$ cat src/rtl/k_fetch_unit.sv
// Instruction fetch unit: 10-bit PC driving a combinational instruction memory and a DEPTH-entry prefetch FIFO.
// Optional macro K_FETCH_STALL_CNT_EN adds a saturating stall_cnt output.
module k_fetch_unit #(
    parameter int DEPTH    = 4,
    parameter int RESET_PC = 0
) (
    input  logic        clk,
    input  logic        rst_n,
    input  logic        fetch_en,
    output logic [31:0] imem_addr,
    input  logic [31:0] imem_instr,
    input  logic        redirect,
    input  logic [31:0] redirect_pc,
    output logic        out_valid,
    input  logic        out_ready,
    output logic [31:0] out_instr,
    output logic [31:0] out_pc
`ifdef K_FETCH_STALL_CNT_EN
    ,
    output logic [31:0] stall_cnt
`endif
);

    localparam int PTR_W = $clog2(DEPTH);
    localparam int CNT_W = $clog2(DEPTH + 1);
    localparam logic [9:0] RESET_PC_W = 10'(RESET_PC);
    localparam logic [CNT_W-1:0] FULL_CNT = CNT_W'(DEPTH);

    logic [9:0]       pc_q, pc_d;
    logic [PTR_W-1:0] head_q, head_d;
    logic [PTR_W-1:0] tail_q, tail_d;
    logic [CNT_W-1:0] count_q, count_d;
    logic [31:0]      buf_instr_q [DEPTH];
    logic [31:0]      buf_instr_d [DEPTH];
    logic [9:0]       buf_pc_q    [DEPTH];
    logic [9:0]       buf_pc_d    [DEPTH];

    logic push;
    logic pop;
    logic unused_redirect_hi;

    assign unused_redirect_hi = ^redirect_pc[31:10];

    assign imem_addr = {22'b0, pc_q};
    assign out_valid = (count_q != '0);
    assign out_instr = out_valid ? buf_instr_q[head_q] : 32'b0;
    assign out_pc    = out_valid ? {22'b0, buf_pc_q[head_q]} : 32'b0;

    // A pop during redirect is still computed but the redirect branch below overrides it.
    assign pop  = out_valid && out_ready;
    assign push = fetch_en && !redirect && ((count_q < FULL_CNT) || pop);

    always_comb begin
        pc_d    = pc_q;
        head_d  = head_q;
        tail_d  = tail_q;
        count_d = count_q;
        if (redirect) begin
            pc_d    = redirect_pc[9:0];
            head_d  = '0;
            tail_d  = '0;
            count_d = '0;
        end else begin
            if (push) begin
                tail_d = tail_q + PTR_W'(1);
                pc_d   = pc_q + 10'd1;
            end
            if (pop) begin
                head_d = head_q + PTR_W'(1);
            end
            if (push && !pop) begin
                count_d = count_q + CNT_W'(1);
            end else if (pop && !push) begin
                count_d = count_q - CNT_W'(1);
            end
        end
    end

    always_comb begin
        buf_instr_d = buf_instr_q;
        buf_pc_d    = buf_pc_q;
        if (push) begin
            buf_instr_d[tail_q] = imem_instr;
            buf_pc_d[tail_q]    = pc_q;
        end
    end

    always_ff @(posedge clk or negedge rst_n) begin
        if (!rst_n) begin
            pc_q    <= RESET_PC_W;
            head_q  <= '0;
            tail_q  <= '0;
            count_q <= '0;
        end else begin
            pc_q    <= pc_d;
            head_q  <= head_d;
            tail_q  <= tail_d;
            count_q <= count_d;
        end
    end

    // Storage is not reset; outputs are masked while the buffer is empty.
    always_ff @(posedge clk) begin
        buf_instr_q <= buf_instr_d;
        buf_pc_q    <= buf_pc_d;
    end

`ifdef K_FETCH_STALL_CNT_EN
    logic [31:0] stall_cnt_q, stall_cnt_d;

    always_comb begin
        stall_cnt_d = stall_cnt_q;
        if (redirect) begin
            stall_cnt_d = 32'b0;
        end else if (out_valid && !out_ready && (stall_cnt_q != 32'hFFFF_FFFF)) begin
            stall_cnt_d = stall_cnt_q + 32'd1;
        end
    end

    always_ff @(posedge clk or negedge rst_n) begin
        if (!rst_n) begin
            stall_cnt_q <= 32'b0;
        end else begin
            stall_cnt_q <= stall_cnt_d;
        end
    end

    assign stall_cnt = stall_cnt_q;
`endif

endmodule

$ cat config.mk
export PLATFORM = sky130hd
export DESIGN_NAME = k_fetch_unit
export DESIGN_NICKNAME = d
export VERILOG_FILES = /design/src/rtl/k_fetch_unit.sv
export SDC_FILE = /design/constraint.sdc
export NUM_CORES = 1
export LEC_CHECK = 0
export BUFFER_PORTS_ARGS = -buffer_cell sky130_fd_sc_hd__buf_4
export CAP_MARGIN = 20
export CELL_PAD_IN_SITES_DETAIL_PLACEMENT = 1
export CELL_PAD_IN_SITES_GLOBAL_PLACEMENT = 2
export CORE_MARGIN = 2
export CORE_UTILIZATION = 25
export DETAILED_ROUTE_END_ITERATION = 6
export PLACE_DENSITY = 0.65
export SKIP_CTS_REPAIR_TIMING = 1
export SLEW_MARGIN = 10
export SYNTH_ARGS = -nofsm -noshare
export SYNTH_HDL_FRONTEND = slang
export SYNTH_SLANG_ARGS = --single-unit
$ cat constraint.sdc
create_clock -name clk -period 3 [get_ports clk]
set_input_delay 0.15 -clock clk [delete_from_list [all_inputs] [get_ports clk]]
set_output_delay 0.15 -clock clk [all_outputs]
set_load 0.02 [all_outputs]
==> impl_summary.txt <==
----------------------------------------------------
[Status]
  Run status ... complete, no violations

[Min path]
  Hold worst-path end ... tail_q[1]
  Worst hold start ... fetch_en
  Tightest Hold Check Type ... input port to flip-flop
  Worst hold path depth ... 3

[Setup path]
  Reg2reg setup slack ... 0.37 ns
  Cell class contributing the biggest share of worst-path delay ... simple AND/OR/NAND/NOR gates
  Critical-path cell list ... nand2b_4 -> nand2_1 -> nor2_1 -> and2_1 -> fa_1 -> nor2b_1 -> a31o_2 -> o2bb2ai_1 -> a211oi_1
  Critical path capture point type ... flip-flop
  Count of buffer and inverter cells on the critical path ... 0
  Startpoint of the worst-slack reg-to-reg timing path ... count_q[2]
  CP Data Arrival Time ... 2.94 ns
  Crit-path max cell delay ... 0.51 ns
  Standard cell with the maximum stage delay on the critical path ... sky130_fd_sc_hd__dfrtp_1
  Crit path required time ... 3.32 ns
  Worst-path fanout max ... 10
  Type of the setup path with the least slack ... flip-flop to flip-flop
  Startpoint type of the worst setup path ... flip-flop
  Crit Reg-Reg Endpoint ... count_q[1]
  Cells on worst reg2reg path ... 9
  Total number of cells along the worst setup path ... 9

[Layout]
  Net total in the final layout ... 659
  Relative area change from synthesis to final layout ... 26.0%
  Share of cells above drive strength 1 ... 33.0%
  Diode count ... 0
  Final cell count without fillers ... 993
  Number of fill cells ... 3195

[STA]
  Max Freq ... 0.380 GHz
  Final hold viol count ... 0
  Share of the clock period used by the worst path ... 87.6%
  Final Slew Violations ... 0
  Fin Clk Skew ... 0.0177 ns
  Aggregate negative setup slack ... 0 ns
  Setup violations, final ... 0
  Tmin final ... 2.63 ns
  Pin slew with the least headroom to its limit ... 0.608 ns
  Unrepaired setup endpoints after global routing ... false
  Slew margin rel. ... 59.4%

[Detailed routing]
  # DRC ... 0
  Vias per std cell ... 4.22
  Total via count in the routed design ... 4188
  Per-cell routed wire length ... 16.8 um
  DRT Wirelength ... 16700 um
  Number of detailed-route iterations in the first pass ... 4
  Iteration-0 DRC Markers ... 181
  Final ANT Viol Nets ... 0

[Clock network]
  Cell at the root of the clock tree ... sky130_fd_sc_hd__clkbuf_16
  TritonCTS buffer count ... 17
  Clock-pin slew of the registers on the worst-case setup and hold paths ... 0.07 ns
  TritonCTS clock tree ... yes
  Sinks on Clock Net ... 185
  Insertion delay to the later sink of the worst-skew pair ... 0.43 ns
  Number of H-tree branching levels ... 4
  Number of buffers on the longest clock path ... 2

[Power and ir drop]
  Net switching share of the total power ... 33.0%
  Reg power frac ... 40.1%
  Leakage component of the power ... 3.49 nW
  Comb pwr share ... 33.5%
  Switching power of the nets ... 2.65 mW
  Total internal power ... 5.37 mW
  Fraction of power consumed by the clock network ... 26.5%
  Pwr dens ... 814 nW/um^2
  Peak supply drop ... 353 uV

[Die]
  Total core area ... 30700 um^2
  Effective utilization at floorplan ... 25.5%
  Die span in x ... 181 um
  Area enclosed by the die boundary ... 32700 um^2
  Rows ... 64
  Count of pins on the block boundary ... 166
  Die height ... 181 um

[Synthesis]
  Number of warnings reported in the yosys synthesis log ... 0
  FFs w/ async S/R, synth ... 9.19%
  Cell count after synthesis ... 435
  Library cell with the largest summed area after synthesis ... sky130_fd_sc_hd__edfxtp_1
  Post-synthesis register bit count ... 185
  Biggest area contributors in the synthesized netlist ... sky130_fd_sc_hd__edfxtp_1, sky130_fd_sc_hd__mux4_2, sky130_fd_sc_hd__dfrtp_1
  Area share of the largest cell type after synthesis ... 64.5%
  Count of unique library cells instantiated by Yosys ... 42
  Fraction of the yosys area taken by sequential cells ... 70.0%
  Synthesized cell area ... 7820 um^2
  Primary FF master, synth ... sky130_fd_sc_hd__edfxtp_1
  Number of enable flip-flop cells after synthesis ... 168
  Mean cell area of the mapped netlist ... 18.0 um^2

[Global route]
  Largest net degree at the start of global routing ... 45
  Gr usage total ... 10.3%
  Number of antenna violations at the first check in global routing ... 0
  Global route total overflow ... 0
  Met2 routing resource usage after global routing ... 17.9%
  Grt met1 use ... 12.6%
  Global-route wire length before repair ... 25600 um
  Number of global-route vias before repair ... 4487
  Met3 routing resource usage after global routing ... 2.70%
  Global route hottest layer ... met2

[Job]
  Maxcap violations ... 0

[Place]
  Global placer's final weighted congestion ... 0.672
  IO buf count ... 99
  Number of cells after detailed placement ... 918
  HPWL after detailed placement ... 10800 um

----------------------------------------------------
## layout make-up
cell class / instances / area (um^2) / area share [%]
well taps: 396 / 495 / 5.03
clock buffers: 18 / 429 / 4.36
flip-flops and latches: 185 / 5480 / 55.6
repair buffers: 153 / 1280 / 13.0
inverters: 5 / 18.8 / 0.191
clock inverters: 14 / 133 / 1.35
multi-input cells: 222 / 2020 / 20.5
## metrics by stage
| stage | setup slack (ns) | instance area (um^2) | util [%] | hold slack [ns] | power, mW |
|---|---|---|---|---|---|
| finish | 0.372 | 9850 | 32.1 | 0.112 | 8.02 |
| CTS | 0.318 | 9420 | 30.7 | -0.433 | 8.13 |
| floorplan | 0.576 | 7980 | - | -0.146 | 5.00 |
| global route | 0.127 | 9850 | 32.1 | 0.125 | 8.47 |
| detailed placement | 0.366 | 8860 | 28.9 | 0.0346 | 5.99 |
| global placement | 0.498 | 8860 | 28.9 | 0.0307 | 5.94 |
## synthesized netlist by cell type (all sizes together) (2+ instances only)
library cell	number
inv	5
nor2	6
mux4	43
nand2b	2
dfrtp	17
o21ai	12
ha	5
nand2	15
and2	49
or4	3
edfxtp	168
xor2	8
nand3	8
a21oi	2
buf	59
nand4	5
clkbuf	7
nor2b	5
## how the worst max path moves through the flow
| stage | from | endpoint | slack, ns |
|---|---|---|---|
| CTS | count_q[2] | count_q[1] | 0.32 |
| detailed placement | count_q[2] | count_q[1] | 0.37 |
| finish | count_q[2] | count_q[1] | 0.37 |
| global placement | count_q[2] | count_q[1] | 0.50 |
| global route | count_q[2] | count_q[1] | 0.13 |
| floorplan | count_q[2] | buf_instr_q[0] | 0.58 |
## flip-flops by register name (all words and copies together) (netlist names)
name,flops
head_q,2
buf_pc_q,40
pc_q,10
count_q,3
buf_instr_q,128
tail_q,2
## power by group through the flow
stage	Combinational (mW)	Clock [mW]	Sequential [mW]
finish	2.68	2.12	3.21
CTS	2.71	2.19	3.23
global route	2.91	2.30	3.26
detailed placement	2.71	0	3.29
floorplan	1.87	0	3.13
global placement	2.68	0	3.27
## worst reg2reg max path: cells and delay by family, from the launching register on
kind	cells	cell delay (ns)
adder cells (fa/ha/maj)	1	0.46
AO/OA/AOI/OAI	3	0.59
flip-flops	1	0.51
AND/OR/NAND/NOR	5	0.97
## cells by family after synthesis
group	count (synthesis)	share of synthesized area, %
adder cells (fa/ha/maj)	6	1.06
AND/OR/NAND/NOR	97	7.34
multiplexers	44	12.5
flip-flops	185	70.0
buffers and inverters	71	6.37
other	1	0.0480
AO/OA/AOI/OAI	22	1.71
XOR/XNOR	9	1.01
## cells in the final DEF, fill, tap and decap left out, types with 2 or more instances in the layout
cell type / count
sky130_fd_sc_hd__nor2_1: 6
sky130_fd_sc_hd__edfxtp_1: 168
sky130_fd_sc_hd__xor2_1: 8
sky130_fd_sc_hd__dfrtp_1: 15
sky130_fd_sc_hd__or4_1: 3
sky130_fd_sc_hd__inv_1: 4
sky130_fd_sc_hd__nand3_1: 6
sky130_fd_sc_hd__o21ai_0: 12
sky130_fd_sc_hd__inv_6: 2
sky130_fd_sc_hd__clkbuf_16: 17
sky130_fd_sc_hd__conb_1: 44
sky130_fd_sc_hd__and2_1: 44
sky130_fd_sc_hd__nand3_2: 2
sky130_fd_sc_hd__ha_1: 5
sky130_fd_sc_hd__clkinv_1: 2
sky130_fd_sc_hd__dlygate4sd3_1: 43
sky130_fd_sc_hd__nand2_1: 14
sky130_fd_sc_hd__buf_4: 108
sky130_fd_sc_hd__inv_8: 5
sky130_fd_sc_hd__nor2b_1: 5
sky130_fd_sc_hd__buf_12: 2
sky130_fd_sc_hd__a21oi_1: 2
sky130_fd_sc_hd__and2_2: 5
sky130_fd_sc_hd__clkinv_4: 4
sky130_fd_sc_hd__nand4_1: 5
sky130_fd_sc_hd__mux4_2: 43
## metal layers
metal	up-vias	wire length, um
met3	13	578
met4	0	182
li1	1868	-
met1	2216	7320
met2	91	8650
met5	-	0
(Power assumes the default switching activity.)
